`src/rtl/sobel_win_ctrl_if.sv`:
```
// Scan-coordinate / threshold inputs and window-control outputs of sobel_win_ctrl.
// SOBEL_WIN_CTRL_STATS_EN adds the win_cnt statistics signal.
interface sobel_win_ctrl_if;
  logic [10:0] pixel_x;
  logic [10:0] pixel_y;
  logic        thresh_wr;
  logic [15:0] thresh_in;
  logic        pic_en;
  logic [7:0]  col;
  logic [7:0]  row;
  logic        wr_bank;
  logic        win_valid;
  logic        line_start;
  logic        frame_start;
  logic        frame_done;
  logic [15:0] thresh;
`ifdef SOBEL_WIN_CTRL_STATS_EN
  logic [15:0] win_cnt;

  modport master (output pixel_x, pixel_y, thresh_wr, thresh_in,
                  input  pic_en, col, row, wr_bank, win_valid, line_start,
                         frame_start, frame_done, thresh, win_cnt);
  modport slave  (input  pixel_x, pixel_y, thresh_wr, thresh_in,
                  output pic_en, col, row, wr_bank, win_valid, line_start,
                         frame_start, frame_done, thresh, win_cnt);
`else
  modport master (output pixel_x, pixel_y, thresh_wr, thresh_in,
                  input  pic_en, col, row, wr_bank, win_valid, line_start,
                         frame_start, frame_done, thresh);
  modport slave  (input  pixel_x, pixel_y, thresh_wr, thresh_in,
                  output pic_en, col, row, wr_bank, win_valid, line_start,
                         frame_start, frame_done, thresh);
`endif
endinterface

```
`src/rtl/sobel_win_ctrl.sv`:
```
// Sobel 3x3 window scheduler: registered picture/window control from scan coordinates.
// Optional SOBEL_WIN_CTRL_STATS_EN: per-frame win_valid count on win_cnt.
module sobel_win_ctrl #(
  parameter logic [10:0] PIC_X_START    = 11'd200,
  parameter logic [10:0] PIC_Y_START    = 11'd100,
  parameter logic [10:0] PIC_WIDTH      = 11'd200,
  parameter logic [10:0] PIC_HEIGHT     = 11'd200,
  parameter logic [15:0] THRESH_DEFAULT = 16'd15625
) (
  input  logic             clk,
  input  logic             rst_n,
  sobel_win_ctrl_if.slave  bus
);

  typedef enum logic [1:0] {IDLE, FILL, RUN, DONE} state_t;

  state_t      state_q;
  logic        pic_en_q, wr_bank_q, win_valid_q, line_start_q, frame_start_q, frame_done_q;
  logic [7:0]  col_q, row_q;
  logic [15:0] thresh_q, shadow_q;
`ifdef SOBEL_WIN_CTRL_STATS_EN
  logic [15:0] cnt_q, win_cnt_q;
`endif

  logic [10:0] dx, dy;
  logic        in_pic, at_origin, at_last, col_zero;
  logic [15:0] frame_thr;

  // Unsigned offsets: coordinates left/above the window wrap to large values.
  always_comb begin
    dx        = bus.pixel_x - PIC_X_START;
    dy        = bus.pixel_y - PIC_Y_START;
    in_pic    = (bus.pixel_x >= PIC_X_START) && (dx < PIC_WIDTH) &&
                (bus.pixel_y >= PIC_Y_START) && (dy < PIC_HEIGHT);
    at_origin = (bus.pixel_x == PIC_X_START) && (bus.pixel_y == PIC_Y_START);
    at_last   = in_pic && (dx == PIC_WIDTH - 11'd1) && (dy == PIC_HEIGHT - 11'd1);
    col_zero  = in_pic && (dx == '0);
    frame_thr = bus.thresh_wr ? bus.thresh_in : shadow_q;
  end

  always_ff @(posedge clk or negedge rst_n) begin
    if (!rst_n) begin
      state_q       <= IDLE;
      pic_en_q      <= 1'b0;
      col_q         <= '0;
      row_q         <= '0;
      wr_bank_q     <= 1'b0;
      win_valid_q   <= 1'b0;
      line_start_q  <= 1'b0;
      frame_start_q <= 1'b0;
      frame_done_q  <= 1'b0;
      thresh_q      <= THRESH_DEFAULT;
      shadow_q      <= THRESH_DEFAULT;
`ifdef SOBEL_WIN_CTRL_STATS_EN
      cnt_q         <= '0;
      win_cnt_q     <= '0;
`endif
    end else begin
      shadow_q      <= frame_thr;
      col_q         <= dx[7:0];
      row_q         <= dy[7:0];
      pic_en_q      <= 1'b0;
      win_valid_q   <= 1'b0;
      line_start_q  <= 1'b0;
      frame_start_q <= 1'b0;
      frame_done_q  <= 1'b0;
      // The origin (re)starts a frame from IDLE, FILL or RUN alike.
      if (at_origin && (state_q != DONE)) begin
        state_q       <= FILL;
        pic_en_q      <= 1'b1;
        line_start_q  <= 1'b1;
        frame_start_q <= 1'b1;
        wr_bank_q     <= 1'b0;
        thresh_q      <= frame_thr;
`ifdef SOBEL_WIN_CTRL_STATS_EN
        cnt_q         <= '0;
`endif
      end else begin
        case (state_q)
          IDLE: state_q <= IDLE;
          FILL, RUN: begin
            pic_en_q <= in_pic;
            if (col_zero) begin
              line_start_q <= 1'b1;
              wr_bank_q    <= ~wr_bank_q;
            end
            if (state_q == FILL) begin
              if (col_zero && (dy == 11'd2)) state_q <= RUN;
            end else begin
              win_valid_q <= in_pic && (dx >= 11'd2);
`ifdef SOBEL_WIN_CTRL_STATS_EN
              if (in_pic && (dx >= 11'd2)) cnt_q <= cnt_q + 16'd1;
`endif
              if (at_last) state_q <= DONE;
            end
          end
          DONE: begin
            pic_en_q     <= in_pic;
            frame_done_q <= 1'b1;
            state_q      <= IDLE;
`ifdef SOBEL_WIN_CTRL_STATS_EN
            win_cnt_q    <= cnt_q;
`endif
          end
          default: state_q <= IDLE;
        endcase
      end
    end
  end

  assign bus.pic_en      = pic_en_q;
  assign bus.col         = col_q;
  assign bus.row         = row_q;
  assign bus.wr_bank     = wr_bank_q;
  assign bus.win_valid   = win_valid_q;
  assign bus.line_start  = line_start_q;
  assign bus.frame_start = frame_start_q;
  assign bus.frame_done  = frame_done_q;
  assign bus.thresh      = thresh_q;
`ifdef SOBEL_WIN_CTRL_STATS_EN
  assign bus.win_cnt     = win_cnt_q;
`endif

endmodule

```
`src/flat_wrapper.sv`:
```
// flat-port wrapper written by rule: the top's interface ports become plain ports
module sobel_win_ctrl_flat 
#(
  parameter logic [10:0] PIC_X_START    = 11'd200,
  parameter logic [10:0] PIC_Y_START    = 11'd100,
  parameter logic [10:0] PIC_WIDTH      = 11'd200,
  parameter logic [10:0] PIC_HEIGHT     = 11'd200,
  parameter logic [15:0] THRESH_DEFAULT = 16'd15625
)
  (clk, rst_n, bus_pixel_x, bus_pixel_y, bus_thresh_wr, bus_thresh_in, bus_pic_en, bus_col, bus_row, bus_wr_bank, bus_win_valid, bus_line_start, bus_frame_start, bus_frame_done, bus_thresh);
  sobel_win_ctrl_if bus_i ();
  input  logic clk;
  input  logic rst_n;
  input wire logic [$bits(bus_i.pixel_x)-1:0] bus_pixel_x;
  input wire logic [$bits(bus_i.pixel_y)-1:0] bus_pixel_y;
  input wire logic [$bits(bus_i.thresh_wr)-1:0] bus_thresh_wr;
  input wire logic [$bits(bus_i.thresh_in)-1:0] bus_thresh_in;
  output wire logic [$bits(bus_i.pic_en)-1:0] bus_pic_en;
  output wire logic [$bits(bus_i.col)-1:0] bus_col;
  output wire logic [$bits(bus_i.row)-1:0] bus_row;
  output wire logic [$bits(bus_i.wr_bank)-1:0] bus_wr_bank;
  output wire logic [$bits(bus_i.win_valid)-1:0] bus_win_valid;
  output wire logic [$bits(bus_i.line_start)-1:0] bus_line_start;
  output wire logic [$bits(bus_i.frame_start)-1:0] bus_frame_start;
  output wire logic [$bits(bus_i.frame_done)-1:0] bus_frame_done;
  output wire logic [$bits(bus_i.thresh)-1:0] bus_thresh;
  assign bus_i.pixel_x = bus_pixel_x;
  assign bus_i.pixel_y = bus_pixel_y;
  assign bus_i.thresh_wr = bus_thresh_wr;
  assign bus_i.thresh_in = bus_thresh_in;
  assign bus_pic_en = bus_i.pic_en;
  assign bus_col = bus_i.col;
  assign bus_row = bus_i.row;
  assign bus_wr_bank = bus_i.wr_bank;
  assign bus_win_valid = bus_i.win_valid;
  assign bus_line_start = bus_i.line_start;
  assign bus_frame_start = bus_i.frame_start;
  assign bus_frame_done = bus_i.frame_done;
  assign bus_thresh = bus_i.thresh;
  sobel_win_ctrl #(.PIC_X_START(PIC_X_START), .PIC_Y_START(PIC_Y_START), .PIC_WIDTH(PIC_WIDTH), .PIC_HEIGHT(PIC_HEIGHT), .THRESH_DEFAULT(THRESH_DEFAULT)) u_core (.clk(clk), .rst_n(rst_n), .bus(bus_i));
endmodule
```
`config.mk`:
```
export PLATFORM = sky130hd
export DESIGN_NAME = sobel_win_ctrl_flat
export DESIGN_NICKNAME = d
export VERILOG_FILES = /design/src/rtl/sobel_win_ctrl_if.sv /design/src/rtl/sobel_win_ctrl.sv /design/src/flat_wrapper.sv
export SDC_FILE = /design/constraint.sdc
export NUM_CORES = 1
export LEC_CHECK = 0
export CORE_ASPECT_RATIO = 1.75
export CORE_MARGIN = 2
export CORE_UTILIZATION = 30
export DETAILED_ROUTE_END_ITERATION = 10
export SLEW_MARGIN = 10
export SYNTH_ARGS = -nofsm -noshare
export SYNTH_HDL_FRONTEND = slang
export SYNTH_SLANG_ARGS = --single-unit
```
`constraint.sdc`:
```
create_clock -name clk -period 1.7 [get_ports clk]
set_input_delay 0.34 -clock clk [delete_from_list [all_inputs] [get_ports clk]]
set_output_delay 0.34 -clock clk [all_outputs]
set_load 0.02 [all_outputs]
```
==> flow_results.org <==
** Clock tree
- TritonCTS buffer count :: 5
- Buffer levels on the longest clock path :: 2
- Clock root buffer :: sky130_fd_sc_hd__clkbuf_16
- The clock drives 56 sinks.
- TritonCTS built the clock tree.
- H-tree level count :: 2
- After clock tree synthesis, the clock-pin slew on the worst setup and hold paths is 0.07 ns.
- Clock latency on the worst-skew pair, taken at its later pin, is 0.29 ns.
- For this design, the CTS-stage hold fixing added 0 buffers.

** Synth
- Number of standard cells after synthesis :: 207
- Among all flip-flop cells after synthesis, the most frequent one is sky130_fd_sc_hd__dfrtp_1.
- Most common cell in the netlist :: sky130_fd_sc_hd__dfrtp_1
- Ranked by instance count, the synthesized netlist is headed by sky130_fd_sc_hd__dfrtp_1 (42), sky130_fd_sc_hd__mux2_2 (32), sky130_fd_sc_hd__dfstp_2 (14), sky130_fd_sc_hd__inv_1 (14), sky130_fd_sc_hd__nand2_1 (11).
- Net Count, Synth :: 258
- Counting flops with an async set or reset pin after synthesis yields a share of 100.0%.
- Sequential cells were found to cover 55.18% of the synthesized design area.
- Count of different cell masters after synthesis :: 43
- The largest total area in the synthesized netlist belongs to sky130_fd_sc_hd__dfrtp_1.
- A synthesized cell averages between 10 and 15 sq um.
- Yosys reg bits :: 56
- Post-synth top area share :: slightly above 40%
- Synth top area cells :: sky130_fd_sc_hd__dfrtp_1 (41%), sky130_fd_sc_hd__dfstp_2 (14%), sky130_fd_sc_hd__mux2_2 (14%), sky130_fd_sc_hd__ha_1 (4.9%), sky130_fd_sc_hd__inv_1 (2.0%)
- Counting flops with a built-in enable in the synthesized netlist gives 0.
- Synthesis Warnings :: 0
- In this run the cell area of the synthesized design comes to 2571 sq um.

** Critical path
- Required arrival time at the worst endpoint :: 1.91 ns
- The worst setup path is captured at a register.
- Slack of the worst reg-to-reg path :: 0.04 ns
- The endpoint identified for the worst register-to-register timing path is u_core.state_q[0].
- Crit-path max FO :: 3
- Worst setup path category :: in -> reg
- Data on the critical path arrives at its endpoint at 2.32 ns.
- The worst register-to-register path begins at u_core.state_q[0].
- Worst reg-to-reg path cell count :: 6
- Startpoint types :: input pin

** STA
- Timing would allow up to between 400 and 500 MHz.
- Final clock period utilization by the worst path :: 124.1%
- At the pin with the least slew margin, the transition time is 0.4591 ns.
- Setup violations remaining at the end of the flow were counted as 22.
- Normalized max-slew margin :: 69.07%
- The final max-slew violation count came to 0.
- After layout, the worst setup slack is -0.4094 ns.
- Clock period minus final worst setup slack :: 2.109 ns
- Unrepaired setup endpoints after global routing :: yes
- Final hold analysis gives a worst-case slack of 0.02825 ns.
- Across the routed clock network, the largest skew measured is 0.006745 ns.
- The final hold violation count came to 0.

** Route
- Final ANT Viol Nets :: 0
- Summing over every cut layer, the via total after detailed routing is 2111.
- For this run, design rule violations remaining after detail routing come to 0.
- Final WL :: 6339 um
- Wire per inst :: ~14 um
- After detailed routing, the number of vias per cell comes to 4.530.
- After the first detailed-routing iteration, the DRC count stood at 42.
- Length of the first detailed-routing pass in iterations :: 4

** Cells and area
- The number of antenna diodes in the final layout is 0.
- In the final layout, the share of cells above drive strength 1 is 45.87%.
- Signed area change from the synthesized netlist to the final layout :: 69.15%
- Area occupied by multi-input gates :: 1252 sq um
- Summing all flip-flop and latch instances after layout gives 1419 sq um.
- Final-layout fill cell count :: 723
- The net count of the finished layout is 401.

** Global route
- In the global route stage, met1 resource usage came out at 13.72%.
- Summed over all layers, the global routing overflow is 0.
- Antenna violations before repair :: 0
- Entering global routing, the biggest net connects 57 pins.
- Global-route total usage across every layer :: between 10 and 15%
- In this run the most used layer during global routing was met2.
- The via count of the first global-routing pass came to 2252.
- First-pass GRT wire length :: 10210 um
- Met2 track utilization from global routing :: 27.73%
- In the global route stage, met3 resource usage came out at 1.747%.

** Floorplan
- Area of the core :: between 8000 and 9000 sq um
- The die covers between 9000 and 10000 sq um.
- The die is between 70 and 80 um wide.
- For this configuration, the core starts out at a cell density of 30.93%.
- IO Pins :: 79
- From bottom edge to top edge, the die measures 126.5 um.
- Site Rows :: 44

** Power
- Leakage Power :: 1.985 nW
- The share of total power dissipated in combinational logic is 26.2%.
- Net switching is 25.75% of the power.
- Share of power burned in registers :: 41.9%
- Power consumption :: around 0.0035 W
- Power Density :: 811.2 nW/um^2
- The clock network accounts for 31.9% of the total power.
- Internal power of the cells :: 0.002620 W
- Net switching power :: 0.0009084 W
- Worst VDD drop :: approximately 0.45 mV

** Job
- Max-cap violations in this run came to 0.

** Status
- The run finished, with violations left.
- Violated checks :: negative setup slack

** Place
- The congestion estimate from routability-driven global placement came to 0.8513.
- PortBufs :: between 70 and 80
- The HPWL after detailed placement is around 4700 um.
- Worst setup slack after placement :: -1.084 ns

** Min path
- Type of the tightest min-delay check :: in -> async
-- per-stage QoR --
step	util (%)	instances	cell area, sq um	TNS [ns]
2_1_floorplan	-	207	2595	-5.327
3_3_place_gp	46.85	447	3895	-21.28
3_5_place_dp	46.85	447	3895	-21.97
4_1_cts	51.60	463	4289	-6.732
5_1_grt	52.32	466	4349	-8.116
6_report	52.32	466	4349	-6.130
-- power groups by stage --
stage | clock network, W | registers (W) | logic [W]
4_1_cts | 0.00118 | 0.00148 | 0.000911
5_1_grt | 0.00123 | 0.00149 | 0.00101
6_report | 0.00113 | 0.00148 | 0.000923
3_5_place_dp | 0 | 0.00151 | 0.000856
3_3_place_gp | 0 | 0.00150 | 0.000848
2_1_floorplan | 0 | 0.00156 | 0.000343
-- routing by layer --
layer / share of wire [%] / routed length, um / up-vias
li1: - / - / 1013
met1: 33 / 2101 / 1024
met2: 60 / 3796 / 62
met3: 3.9 / 246 / 12
met4: 3.1 / 195 / 0
met5: 0 / 0 / -
-- cell usage in the layout, fill, tap and decap left out, types with 3 or more instances in the layout --
master	n
sky130_fd_sc_hd__inv_1	12
sky130_fd_sc_hd__nor2_1	4
sky130_fd_sc_hd__nand4_1	3
sky130_fd_sc_hd__xor2_1	6
sky130_fd_sc_hd__dlygate4sd2_1	14
sky130_fd_sc_hd__nor3_2	4
sky130_fd_sc_hd__clkdlybuf4s50_1	54
sky130_fd_sc_hd__dfrtp_1	42
sky130_fd_sc_hd__or3_4	5
sky130_fd_sc_hd__dlymetal6s2s_1	3
sky130_fd_sc_hd__clkbuf_16	5
sky130_fd_sc_hd__nand2_1	8
sky130_fd_sc_hd__nand2_2	3
sky130_fd_sc_hd__o21ai_0	3
sky130_fd_sc_hd__buf_4	58
sky130_fd_sc_hd__buf_12	3
sky130_fd_sc_hd__dfstp_2	14
sky130_fd_sc_hd__nand3_1	5
sky130_fd_sc_hd__mux2_2	32
sky130_fd_sc_hd__a21oi_2	3
sky130_fd_sc_hd__xnor2_1	6
sky130_fd_sc_hd__buf_6	5
sky130_fd_sc_hd__ha_1	7
-- worst max path at each step --
stage / from / to / slack (ns) / cells past startpoint
2_1_floorplan: bus_pixel_y[4] / u_core.bus.wr_bank / -0.35 / 9
3_3_place_gp: bus_pixel_x[4] / u_core.bus.wr_bank / -1.07 / 12
3_5_place_dp: bus_pixel_x[4] / u_core.bus.wr_bank / -1.08 / 12
4_1_cts: bus_pixel_y[3] / u_core.state_q[0] / -0.44 / 10
5_1_grt: bus_pixel_x[9] / u_core.bus.wr_bank / -0.53 / 9
6_report: bus_pixel_x[9] / u_core.state_q[0] / -0.41 / 9
-- kinds of logic (layout without fill, tap and decap cells) --
group           after synthesis  count (layout)  synth area share [%]
compound gates               26              26                 7.251
xor+xnor                     12              12                 4.088
fa+ha+maj                    10              10                 4.866
buf+inv                      21             165                 3.552
flops                        56              56                 55.18
mux                          32              32                 14.01
simple gates                 50              50                 11.05
-- critical path: stages --
cell and delay, ns:
sky130_fd_sc_hd__clkdlybuf4s50_1 0.53, sky130_fd_sc_hd__xnor2_1 0.09, sky130_fd_sc_hd__o41ai_1 0.38, sky130_fd_sc_hd__buf_4 0.19, sky130_fd_sc_hd__o311ai_4 0.10, sky130_fd_sc_hd__nor3_4 0.23
sky130_fd_sc_hd__a21oi_2 0.09, sky130_fd_sc_hd__or2_1 0.25, sky130_fd_sc_hd__o22ai_1 0.11
-- registers in the layout (all words and copies together) (netlist names), 2 cells and up --
register / cells
u_core.bus.row: 8
u_core.shadow_q: 16
u_core.state_q: 2
u_core.bus.col: 8
u_core.bus.thresh: 16
-- final cells by class --
class | count | share of cell area, %
timing repair buffer | 143 | 30.29
tap | 115 | 3.308
inverter | 14 | 1.208
clock buffer | 6 | 2.963
clock inverter | 2 | 0.8055
multi-input combinational | 130 | 28.80
sequential | 56 | 32.62
-- timing repair --
action	in CTS	in global routing
pin swaps	20	11
resized for setup	69	14
cloned	1	0
endpoints found under the setup margin	30	22
setup buffers	7	4
(Power assumes the default switching activity.)
